## src/rtl/otter_mem_arbiter_if.sv

```systemverilog
// Bus bundle around the shared memory arbiter: fetch bus, data bus and memory port.
// The arbiter takes the master view because it owns the memory request; the core/memory side takes the slave view.
interface otter_mem_arbiter_if #(
  parameter int XLEN = 32
);
  logic              ibus_req;
  logic [XLEN-1:0]   ibus_addr;
  logic              ibus_ack;
  logic              ibus_err;
  logic [XLEN-1:0]   ibus_rdata;

  logic              dbus_req;
  logic              dbus_we;
  logic [XLEN/8-1:0] dbus_sel;
  logic [XLEN-1:0]   dbus_addr;
  logic [XLEN-1:0]   dbus_wdata;
  logic              dbus_ack;
  logic              dbus_err;
  logic [XLEN-1:0]   dbus_rdata;

  logic              mem_req;
  logic              mem_we;
  logic [XLEN/8-1:0] mem_sel;
  logic [XLEN-1:0]   mem_addr;
  logic [XLEN-1:0]   mem_wdata;
  logic              mem_ack;
  logic [XLEN-1:0]   mem_rdata;

  modport master (
    input  ibus_req, ibus_addr,
    output ibus_ack, ibus_err, ibus_rdata,
    input  dbus_req, dbus_we, dbus_sel, dbus_addr, dbus_wdata,
    output dbus_ack, dbus_err, dbus_rdata,
    output mem_req, mem_we, mem_sel, mem_addr, mem_wdata,
    input  mem_ack, mem_rdata
  );

  modport slave (
    output ibus_req, ibus_addr,
    input  ibus_ack, ibus_err, ibus_rdata,
    output dbus_req, dbus_we, dbus_sel, dbus_addr, dbus_wdata,
    input  dbus_ack, dbus_err, dbus_rdata,
    input  mem_req, mem_we, mem_sel, mem_addr, mem_wdata,
    output mem_ack, mem_rdata
  );
endinterface

```

## src/rtl/otter_mem_arbiter.sv

```systemverilog
// Round-robin arbiter sharing one memory port between the Otter ibus and dbus,
// with a watchdog that turns a hung transaction into an error completion.
//
//   state   | meaning
//   IDLE    | no transaction outstanding, arbitrate pending requesters
//   GRANT_I | fetch transaction outstanding on the memory port
//   GRANT_D | load/store transaction outstanding on the memory port
module otter_mem_arbiter #(
  parameter int XLEN           = 32,
  parameter int TIMEOUT_CYCLES = 255
) (
  input  logic                i_clk,
  input  logic                i_rst_n,
  otter_mem_arbiter_if.master bus,
  output logic                o_busy
);

  localparam int            CW      = (TIMEOUT_CYCLES > 0) ? $clog2(TIMEOUT_CYCLES + 1) : 1;
  localparam logic [CW-1:0] WD_LAST = CW'((TIMEOUT_CYCLES > 0) ? TIMEOUT_CYCLES - 1 : 0);

  typedef enum logic [1:0] {
    IDLE    = 2'd0,
    GRANT_I = 2'd1,
    GRANT_D = 2'd2
  } state_t;

  state_t        state;
  logic          r_last_dbus;
  logic [CW-1:0] wd_cnt;
  logic          i_pend;
  logic          d_pend;
  logic          wd_fire;

  // A requester still acked this cycle is holding req from the finished transfer.
  assign i_pend  = bus.ibus_req & ~bus.ibus_ack;
  assign d_pend  = bus.dbus_req & ~bus.dbus_ack;
  assign wd_fire = (TIMEOUT_CYCLES != 0) && (wd_cnt == WD_LAST);
  assign o_busy  = (state != IDLE);

  always_ff @(posedge i_clk) begin
    if (!i_rst_n) begin
      state          <= IDLE;
      r_last_dbus    <= 1'b0;
      wd_cnt         <= '0;
      bus.ibus_ack   <= 1'b0;
      bus.ibus_err   <= 1'b0;
      bus.ibus_rdata <= '0;
      bus.dbus_ack   <= 1'b0;
      bus.dbus_err   <= 1'b0;
      bus.dbus_rdata <= '0;
      bus.mem_req    <= 1'b0;
      bus.mem_we     <= 1'b0;
      bus.mem_sel    <= '0;
      bus.mem_addr   <= '0;
      bus.mem_wdata  <= '0;
    end else begin
      bus.ibus_ack <= 1'b0;
      bus.ibus_err <= 1'b0;
      bus.dbus_ack <= 1'b0;
      bus.dbus_err <= 1'b0;
      case (state)
        IDLE: begin
          wd_cnt <= '0;
          if (i_pend && (!d_pend || r_last_dbus)) begin
            state         <= GRANT_I;
            bus.mem_req   <= 1'b1;
            bus.mem_we    <= 1'b0;
            bus.mem_sel   <= '1;
            bus.mem_addr  <= bus.ibus_addr;
            bus.mem_wdata <= '0;
          end else if (d_pend) begin
            state         <= GRANT_D;
            bus.mem_req   <= 1'b1;
            bus.mem_we    <= bus.dbus_we;
            bus.mem_sel   <= bus.dbus_sel;
            bus.mem_addr  <= bus.dbus_addr;
            bus.mem_wdata <= bus.dbus_wdata;
          end
        end
        GRANT_I, GRANT_D: begin
          // A real ack on the watchdog's last cycle still counts as a normal completion.
          if (bus.mem_ack || wd_fire) begin
            state       <= IDLE;
            bus.mem_req <= 1'b0;
            wd_cnt      <= '0;
            r_last_dbus <= (state == GRANT_D);
            if (state == GRANT_I) begin
              bus.ibus_ack   <= 1'b1;
              bus.ibus_err   <= ~bus.mem_ack;
              bus.ibus_rdata <= bus.mem_ack ? bus.mem_rdata : '0;
            end else begin
              bus.dbus_ack   <= 1'b1;
              bus.dbus_err   <= ~bus.mem_ack;
              bus.dbus_rdata <= (bus.mem_ack && !bus.mem_we) ? bus.mem_rdata : '0;
            end
          end else begin
            wd_cnt <= wd_cnt + CW'(1);
          end
        end
        default: state <= IDLE;
      endcase
    end
  end

endmodule
```

## src/flat_wrapper.sv

```systemverilog
// flat-port wrapper written by rule: the top's interface ports become plain ports
module otter_mem_arbiter_flat 
#(
  parameter int XLEN           = 32,
  parameter int TIMEOUT_CYCLES = 255
)
  (i_clk, i_rst_n, o_busy, bus_ibus_req, bus_ibus_addr, bus_ibus_ack, bus_ibus_err, bus_ibus_rdata, bus_dbus_req, bus_dbus_we, bus_dbus_sel, bus_dbus_addr, bus_dbus_wdata, bus_dbus_ack, bus_dbus_err, bus_dbus_rdata, bus_mem_req, bus_mem_we, bus_mem_sel, bus_mem_addr, bus_mem_wdata, bus_mem_ack, bus_mem_rdata);
  otter_mem_arbiter_if #(.XLEN(XLEN)) bus_i ();
  input  logic i_clk;
  input  logic i_rst_n;
  output logic o_busy;
  input wire logic [$bits(bus_i.ibus_req)-1:0] bus_ibus_req;
  input wire logic [$bits(bus_i.ibus_addr)-1:0] bus_ibus_addr;
  output wire logic [$bits(bus_i.ibus_ack)-1:0] bus_ibus_ack;
  output wire logic [$bits(bus_i.ibus_err)-1:0] bus_ibus_err;
  output wire logic [$bits(bus_i.ibus_rdata)-1:0] bus_ibus_rdata;
  input wire logic [$bits(bus_i.dbus_req)-1:0] bus_dbus_req;
  input wire logic [$bits(bus_i.dbus_we)-1:0] bus_dbus_we;
  input wire logic [$bits(bus_i.dbus_sel)-1:0] bus_dbus_sel;
  input wire logic [$bits(bus_i.dbus_addr)-1:0] bus_dbus_addr;
  input wire logic [$bits(bus_i.dbus_wdata)-1:0] bus_dbus_wdata;
  output wire logic [$bits(bus_i.dbus_ack)-1:0] bus_dbus_ack;
  output wire logic [$bits(bus_i.dbus_err)-1:0] bus_dbus_err;
  output wire logic [$bits(bus_i.dbus_rdata)-1:0] bus_dbus_rdata;
  output wire logic [$bits(bus_i.mem_req)-1:0] bus_mem_req;
  output wire logic [$bits(bus_i.mem_we)-1:0] bus_mem_we;
  output wire logic [$bits(bus_i.mem_sel)-1:0] bus_mem_sel;
  output wire logic [$bits(bus_i.mem_addr)-1:0] bus_mem_addr;
  output wire logic [$bits(bus_i.mem_wdata)-1:0] bus_mem_wdata;
  input wire logic [$bits(bus_i.mem_ack)-1:0] bus_mem_ack;
  input wire logic [$bits(bus_i.mem_rdata)-1:0] bus_mem_rdata;
  assign bus_i.ibus_req = bus_ibus_req;
  assign bus_i.ibus_addr = bus_ibus_addr;
  assign bus_ibus_ack = bus_i.ibus_ack;
  assign bus_ibus_err = bus_i.ibus_err;
  assign bus_ibus_rdata = bus_i.ibus_rdata;
  assign bus_i.dbus_req = bus_dbus_req;
  assign bus_i.dbus_we = bus_dbus_we;
  assign bus_i.dbus_sel = bus_dbus_sel;
  assign bus_i.dbus_addr = bus_dbus_addr;
  assign bus_i.dbus_wdata = bus_dbus_wdata;
  assign bus_dbus_ack = bus_i.dbus_ack;
  assign bus_dbus_err = bus_i.dbus_err;
  assign bus_dbus_rdata = bus_i.dbus_rdata;
  assign bus_mem_req = bus_i.mem_req;
  assign bus_mem_we = bus_i.mem_we;
  assign bus_mem_sel = bus_i.mem_sel;
  assign bus_mem_addr = bus_i.mem_addr;
  assign bus_mem_wdata = bus_i.mem_wdata;
  assign bus_i.mem_ack = bus_mem_ack;
  assign bus_i.mem_rdata = bus_mem_rdata;
  otter_mem_arbiter #(.XLEN(XLEN), .TIMEOUT_CYCLES(TIMEOUT_CYCLES)) u_core (.i_clk(i_clk), .i_rst_n(i_rst_n), .bus(bus_i), .o_busy(o_busy));
endmodule
```

## config.mk

```make
export PLATFORM = sky130hd
export DESIGN_NAME = otter_mem_arbiter_flat
export DESIGN_NICKNAME = d
export VERILOG_FILES = /design/src/rtl/otter_mem_arbiter_if.sv /design/src/rtl/otter_mem_arbiter.sv /design/src/flat_wrapper.sv
export SDC_FILE = /design/constraint.sdc
export NUM_CORES = 1
export LEC_CHECK = 0
export BUFFER_PORTS_ARGS = -buffer_cell sky130_fd_sc_hd__buf_4
export CORE_ASPECT_RATIO = 0.75
export CORE_MARGIN = 3
export CORE_UTILIZATION = 49
export CTS_CLUSTER_SIZE = 14
export DETAILED_ROUTE_END_ITERATION = 10
export PLACE_DENSITY = 0.92
export SLEW_MARGIN = 25
export SYNTH_ARGS = -nofsm -noshare
export SYNTH_HDL_FRONTEND = slang
export SYNTH_SLANG_ARGS = --single-unit
export TNS_END_PERCENT = 30
```

## constraint.sdc

```tcl
create_clock -name i_clk -period 3.47 [get_ports i_clk]
set_input_delay 0.694 -clock i_clk [delete_from_list [all_inputs] [get_ports i_clk]]
set_output_delay 0.694 -clock i_clk [all_outputs]
set_load 0.03 [all_outputs]
```

==> impl_metrics.toml, run 1 <==
[run_status]
status = "completed"

[logic_synthesis]
synthMuxAreaShare_pct = 11.3
yosys_warnings = 0
netlist_area_mm2 = 0.00567
synth-xor-area-share_pct = 1.08
async_flop_share_pct = 0
synth_compound_area_share_pct = 18.3
synthFlopType = "dfxtp_1"
synthAdderAreaFrac_pct = 1.54
syn_avg_cell_area_um2 = 10.0
synth_edf_count = 0
synthCells = 566
synth_top_family_by_area = "compound AO/OA/AOI/OAI gates"
synth_nets = 711
synth_cell_types = 41
yosys.area_share.simple_pct = 10.3
ys_seq_area_share_pct = 52.6
synth-seq-cells = 149

[global_routing]
grt_pass1_wl_um = 26000
grt_antenna_before_repair = 0
grt_usage_pct = 25.1
grt_max_degree = 64
grt-ovfl-total = 0
grt_pass1_vias = 5298

[clock_tree]
insertion_delay_ns = 0.41
clock_sinks = 149
clkSlewWorstSetupHoldPaths_ns = 0.06
cts_buffers = 17
root_buffer = "clkbuf_16"
ctsResizeCount = 0
cts_hold_buf = 0
post_cts_buffers = 0
h-tree-depth = 4
cts_tree = "built"
clockBufferDepth = 2

[floorplanning]
die_w_um = 130
die_height_um = 99.2
core_area_mm2 = 0.0111
rows = 33
die-area_mm2 = 0.0129
io_pins = 277
initial_core_util_pct = 51.1

[critical_path]
critical_path.top_delay_family = "buffers and inverters"
end_kind = "primary output"
rrSetupSlack_ns = 1.23
critical_path_class = "flip-flop to primary output"
r2r_start = "u_core.state[0]"
start_kind = "flip-flop"
crit_path_max_incr_delay_ns = 0.39
rr_worst_depth = 6
crit_chain = "inv_1 -> ha_1 -> inv_1 -> buf_4"
reg2reg_to = "u_core.bus.mem_wdata[6]"
worst-path-max-fanout = 4
cpMaxStageDelayCell = "dfxtp_1"
crit_path_frequent_cell = "inv_1"
critPathBufInv = 3
worstPathRequired_ns = 2.78
cp.arrival_ns = 1.60

[sta]
finalSetupViolCount = 0
min_period_over_period_pct = 66.2
hold_slack_ns = 0.460
fin_tns_setup_ns = 0
slew_viol_final = 0
final.setup_skew_ns = 0.0116
post-route-min-period_ns = 2.30
fmax_mhz = 436
grt_setup_unrepaired = "no"
worst_pin_slew_ns = 1.03
hold_viol = 0
slew-limit-headroom_pct = 31.4

[drt]
vias_per_cell = 5.35
ant_nets = 0
vias = 5230
drt_iter0_drc = 288
wl_um = 16700
drcViolationCount = 0
wire_per_inst_um = 17.0
drt-pass1-iter-count = 5

[worst_hold_path]
min_from = "u_core.bus.dbus_rdata[22]"
whs_path_depth = 2
hold_path.class = "flip-flop to flip-flop"
hold_path_end = "u_core.bus.dbus_rdata[22]"

[place]
gp_congestion = 0.843
dp_hpwl_um = 12500
portBuffers = 276
placedInstanceArea_mm2 = 0.00776

[pwr]
p_leak_nw = 3.78
p_total_mw = 4.84
power_switching_mw = 1.44
seqPwrFrac_pct = 39.8
power.share.clock_pct = 38.7
p_comb_share_pct = 21.5
switching_share_pct = 29.8
irDropWorstVdd_v = 0.000379
power_density_mw_per_mm2 = 579
p_int_mw = 3.40

[layout]
layout-drive-gt1-share_pct = 39.5
multi_input_area_mm2 = 0.00243
n_antenna_cell = 0
area_growth_syn_to_layout_pct = 47.3
n_fill_cell = 739
fin_area_mm2 = 0.00836
nets = 970
finish.utilization_pct = 75.3
regArea_mm2 = 0.00298

[run]
maxCapViolations = 0
[registers in the layout (all words and copies together), names as in the netlist]
signal                 flops
u_core.bus.dbus_rdata     32
u_core.r_last_dbus         1
u_core.wd_cnt              8
u_core.bus.dbus_ack        1
u_core.bus.mem_req         1
u_core.bus.ibus_ack        1
u_core.bus.mem_addr       32
u_core.bus.mem_sel         4
u_core.bus.mem_we          1
u_core.bus.mem_wdata      32
u_core.bus.ibus_err        1
u_core.state               2
u_core.bus.dbus_err        1
u_core.bus.ibus_rdata     32
[cells in the mapped netlist (2+ instances only)]
master      n  share of area (%)
ha_1        7                1.5
a22oi_1    33                4.4
o221a_2     4               0.79
nor2b_1     3               0.33
buf_2      12                1.1
nand2b_1    3               0.33
o32ai_1     2               0.31
a21oi_1    36                3.2
mux2i_1    64                 11
xnor2_1     3               0.46
dfxtp_1   149                 53
o21ai_0    33                2.9
a22o_1     31                4.8
clkbuf_1   25                1.7
xor2_1      4               0.62
nand3_1     3               0.26
a41o_1      2               0.35
inv_1       7               0.46
nand2_1    70                4.6
nor2_1     49                3.2
nand4b_1    2               0.31
buf_4       3               0.40
buf_12      3                1.1
[per-stage QoR]
step	setup WS, ns	std cells
6_report	1.17	978
3_5_place_dp	0.934	946
3_3_place_gp	1.08	946
2_1_floorplan	1.71	566
4_1_cts	1.16	978
5_1_grt	1.02	978
[worst register-to-register path, delay by kind of cell (launching register included)]
kind                     cells  cell delay [ns]
AND/OR/NAND/NOR              1             0.15
buffers and inverters        2             0.35
adder cells (fa/ha/maj)      1             0.24
AO/OA/AOI/OAI                2             1.05
flip-flops                   1             0.39
[layout make-up]
class	instances	area share, %
inverter	7	0.314
sequential	149	35.7
timing repair buffer	285	25.6
tap	140	2.10
clock buffer	18	5.13
multi-input combinational	365	29.1
clock inverter	14	2.08
[worst max-delay path by stage]
stage	to	depth (start not counted)	from
final	o_busy	4	u_core.state[0]
after global routing	u_core.bus.mem_addr[11]	8	u_core.state[0]
after CTS	o_busy	4	u_core.state[0]
after detailed placement	u_core.bus.mem_addr[11]	6	bus_dbus_req
after global placement	u_core.bus.mem_addr[31]	6	bus_dbus_req
after floorplan	u_core.bus.mem_addr[10]	6	bus_dbus_req
[power groups by stage]
stage / registers (mW) / clock network (mW) / logic, mW
6_report: 1.93 / 1.87 / 1.04
5_1_grt: 1.94 / 1.98 / 1.11
2_1_floorplan: 2.20 / 0 / 0.380
4_1_cts: 1.93 / 1.90 / 1.04
3_5_place_dp: 1.96 / 0 / 1.04
3_3_place_gp: 1.95 / 0 / 1.01
[cells by family (layout without fill, tap and decap cells)]
| logic type | after synthesis | in the layout |
|---|---|---|
| AOI/OAI and AO/OA | 149 | 149 |
| DFF | 149 | 149 |
| and+or+nand+nor | 138 | 138 |
| muxes | 64 | 64 |
| buffers and inverters | 52 | 324 |
| adders and majority gates | 7 | 7 |
| xor gates and xnor gates | 7 | 7 |
[layer usage]
layer  up-vias  part of all wire [%]  track usage (%)
met5         -                     0                0
met4         0                   1.7             8.15
met3        20                   7.2             6.39
met2       201                    52             44.5
met1      2503                    40             29.7
li1       2506                     -                -
[layout by cell type, fill, tap and decap left out, types with 2 or more instances in the layout]
| master | n |
|---|---|
| dfxtp_1 | 149 |
| nand2_1 | 70 |
| inv_6 | 4 |
| o21ai_0 | 33 |
| xnor2_1 | 3 |
| nand3_1 | 3 |
| buf_4 | 285 |
| a41o_1 | 2 |
| o32ai_1 | 2 |
| inv_1 | 7 |
| a22o_1 | 31 |
| a21oi_1 | 35 |
| clkinv_2 | 2 |
| clkinvlp_4 | 4 |
| nor2_1 | 49 |
| xor2_1 | 4 |
| ha_1 | 7 |
| nand2b_1 | 3 |
| clkbuf_16 | 17 |
| o221a_2 | 4 |
| mux2i_1 | 64 |
| nand4b_1 | 2 |
| a22oi_1 | 33 |
| nor2b_1 | 3 |
| bufinv_16 | 3 |
(Power assumes the default switching activity.)
==> inputs of run 2 (changes only) <==
Settings changed: CORE_UTILIZATION 49 to 41, PLACE_DENSITY 0.92 to 0.83.
Clock period 3.47 ns to 1.8 ns, I/O delays scaled along.
==> run 2 against run 1 <==
- sequential share of layout area shrank 1.1 points
- sequential power is 92% higher
- non-clock buffer count up 10
- via count decreased by 1.2%
- final cell count grew 4.1%
- register-to-register slack worse by 1.1 ns
- critical endpoint unchanged
- largest cell class unchanged
- largest power group is now the clock network
==> impl_metrics.toml, run 2 (synthesis gave the netlist of run 1 again) <==
[run_status]
status = "completed"

[drt]
drt-pass1-iter-count = 4
met1_length_um = 7190
drt_iter0_drc = 282
ant_nets = 0
met3WireLength_um = 1370
wire_per_inst_um = 16.3
wl_um = 16600
wl_met2_um = 7750
vias_per_cell = 5.07
top_layer_used = "met4"
drcViolationCount = 0
vias = 5165

[worst_hold_path]
hold_path.class = "input port to flip-flop"
min_from = "bus_mem_rdata[14]"

[global_routing]
grt_max_degree = 69
grt_usage_pct = 20.9
grt_antenna_before_repair = 0
grt-ovfl-total = 0
grt_pass1_vias = 5106
grt_pass1_wl_um = 25700

[place]
dp_hpwl_um = 12000
gp_congestion = 0.800
dp.cells = 983
portBuffers = 276
placedInstanceArea_mm2 = 0.00790

[critical_path]
crit_start = "u_core.state[0]"
worstPathRequired_ns = 1.44
start_kind = "flip-flop"
critical_path_class = "flip-flop to primary output"
r2r_start = "u_core.state[0]"
worst-path-max-fanout = 4
cp.arrival_ns = 1.34
crit_path_max_incr_delay_ns = 0.36
critical_path.top_delay_family = "flip-flops"
end_kind = "primary output"
critPathBufInv = 3
cpMaxStageDelayCell = "dfxtp_2"
crit_chain = "inv_1 -> ha_1 -> inv_2 -> buf_6"

[floorplanning]
rows = 36
initial_core_util_pct = 42.8
io_pins = 277
die_w_um = 142
die-area_mm2 = 0.0153
core_area_mm2 = 0.0132
die_height_um = 108

[pwr]
p_leak_nw = 3.89
p_comb_share_pct = 21.6
p_int_mw = 6.95
switching_share_pct = 28.7
power_density_mw_per_mm2 = 1130
power_switching_mw = 2.80
irDropWorstVdd_v = 0.000656
power.share.clock_pct = 40.5
seqPwrFrac_pct = 38.0

[layout]
nets = 980
fin_area_mm2 = 0.00862
area_growth_syn_to_layout_pct = 52.0
n_antenna_cell = 0
most-common-layout-cells = "buf_4, dfxtp_1, nand2_1"
final_common_cell = "buf_4"
final_cells = 1018
n_fill_cell = 1059
layout-drive-gt1-share_pct = 40.6
finish.utilization_pct = 65.1

[sta]
hold_slack_ns = 0.167
fmax_mhz = 588
slew_viol_final = 0
final.setup_skew_ns = 0.00989
slew-limit-headroom_pct = 62.1
finalSetupViolCount = 0
hold_viol = 0
worst_pin_slew_ns = 0.568
post-route-min-period_ns = 1.70
fin_tns_setup_ns = 0
min_period_over_period_pct = 94.5

[run]
maxCapViolations = 0

[clock_tree]
clkSlewWorstSetupHoldPaths_ns = 0.06
cts_tree = "built"
insertion_delay_ns = 0.41
cts_hold_buf = 0
clock_sinks = 149
clockBufferDepth = 2
root_buffer = "clkbuf_16"
h-tree-depth = 4
cts_buffers = 17
[run 2: cell types whose count changed in the layout (fill, tap and decap cells not counted), sizes merged]
| cell | before | now |
|---|---|---|
| buf | 285 | 294 |
| clkbuf | 18 | 19 |
| bufinv | 3 | 5 |
| clkinvlp | 4 | 2 |
| inv | 11 | 10 |
[run 2: final cells by class]
| class | count | area (um2) | share of cell area, % |
|---|---|---|---|
| flip-flops and latches | 149 | 2980 | 34.6 |
| multi-input cells | 365 | 2440 | 28.3 |
| repair buffers | 295 | 2300 | 26.7 |
| clock buffers | 18 | 439 | 5.09 |
| clock inverters | 13 | 220 | 2.55 |
| well taps | 171 | 214 | 2.48 |
| inverters | 7 | 26.3 | 0.305 |
[run 2: routing by layer]
metal / GRT usage, % / vias to the layer above
li1: - / 2532
met1: 25.3 / 2418
met2: 34.4 / 191
met3: 7.50 / 24
met4: 7.40 / 0
met5: 0 / -
[run 2: power by group through the flow]
stage          clock, mW  sequential, mW  combinational, mW
2_1_floorplan          0            4.24              0.733
3_3_place_gp           0            3.76               2.06
3_5_place_dp           0            3.76               2.08
4_1_cts             4.02            3.70               2.08
5_1_grt             4.16            3.73               2.25
6_report            3.95            3.70               2.10
[run 2: repair_timing]
action	4_1_cts	5_1_grt
endpoints found under the setup margin	1	64
setup buffers	0	3
pin swaps	0	1
resized for setup	2	4
gates cloned	0	1
[run 2: per-stage QoR]
step | setup slack, ns | total power, mW
after floorplan | 0.121 | 4.97
after global placement | 0.145 | 5.81
after detailed placement | 0.108 | 5.84
after CTS | 0.0214 | 9.80
after global routing | -0.00259 | 10.1
final | 0.0998 | 9.75
[run 2: worst paths after layout]
kind | endpoint | slack (ns) | cells after the start
max | o_busy | 0.1 | 4
min | u_core.bus.ibus_rdata[14] | 0.17 | 2
max reg2reg | u_core.bus.mem_wdata[15] | 0.14 | 8
min reg2reg | u_core.bus.dbus_rdata[15] | 0.46 | 2
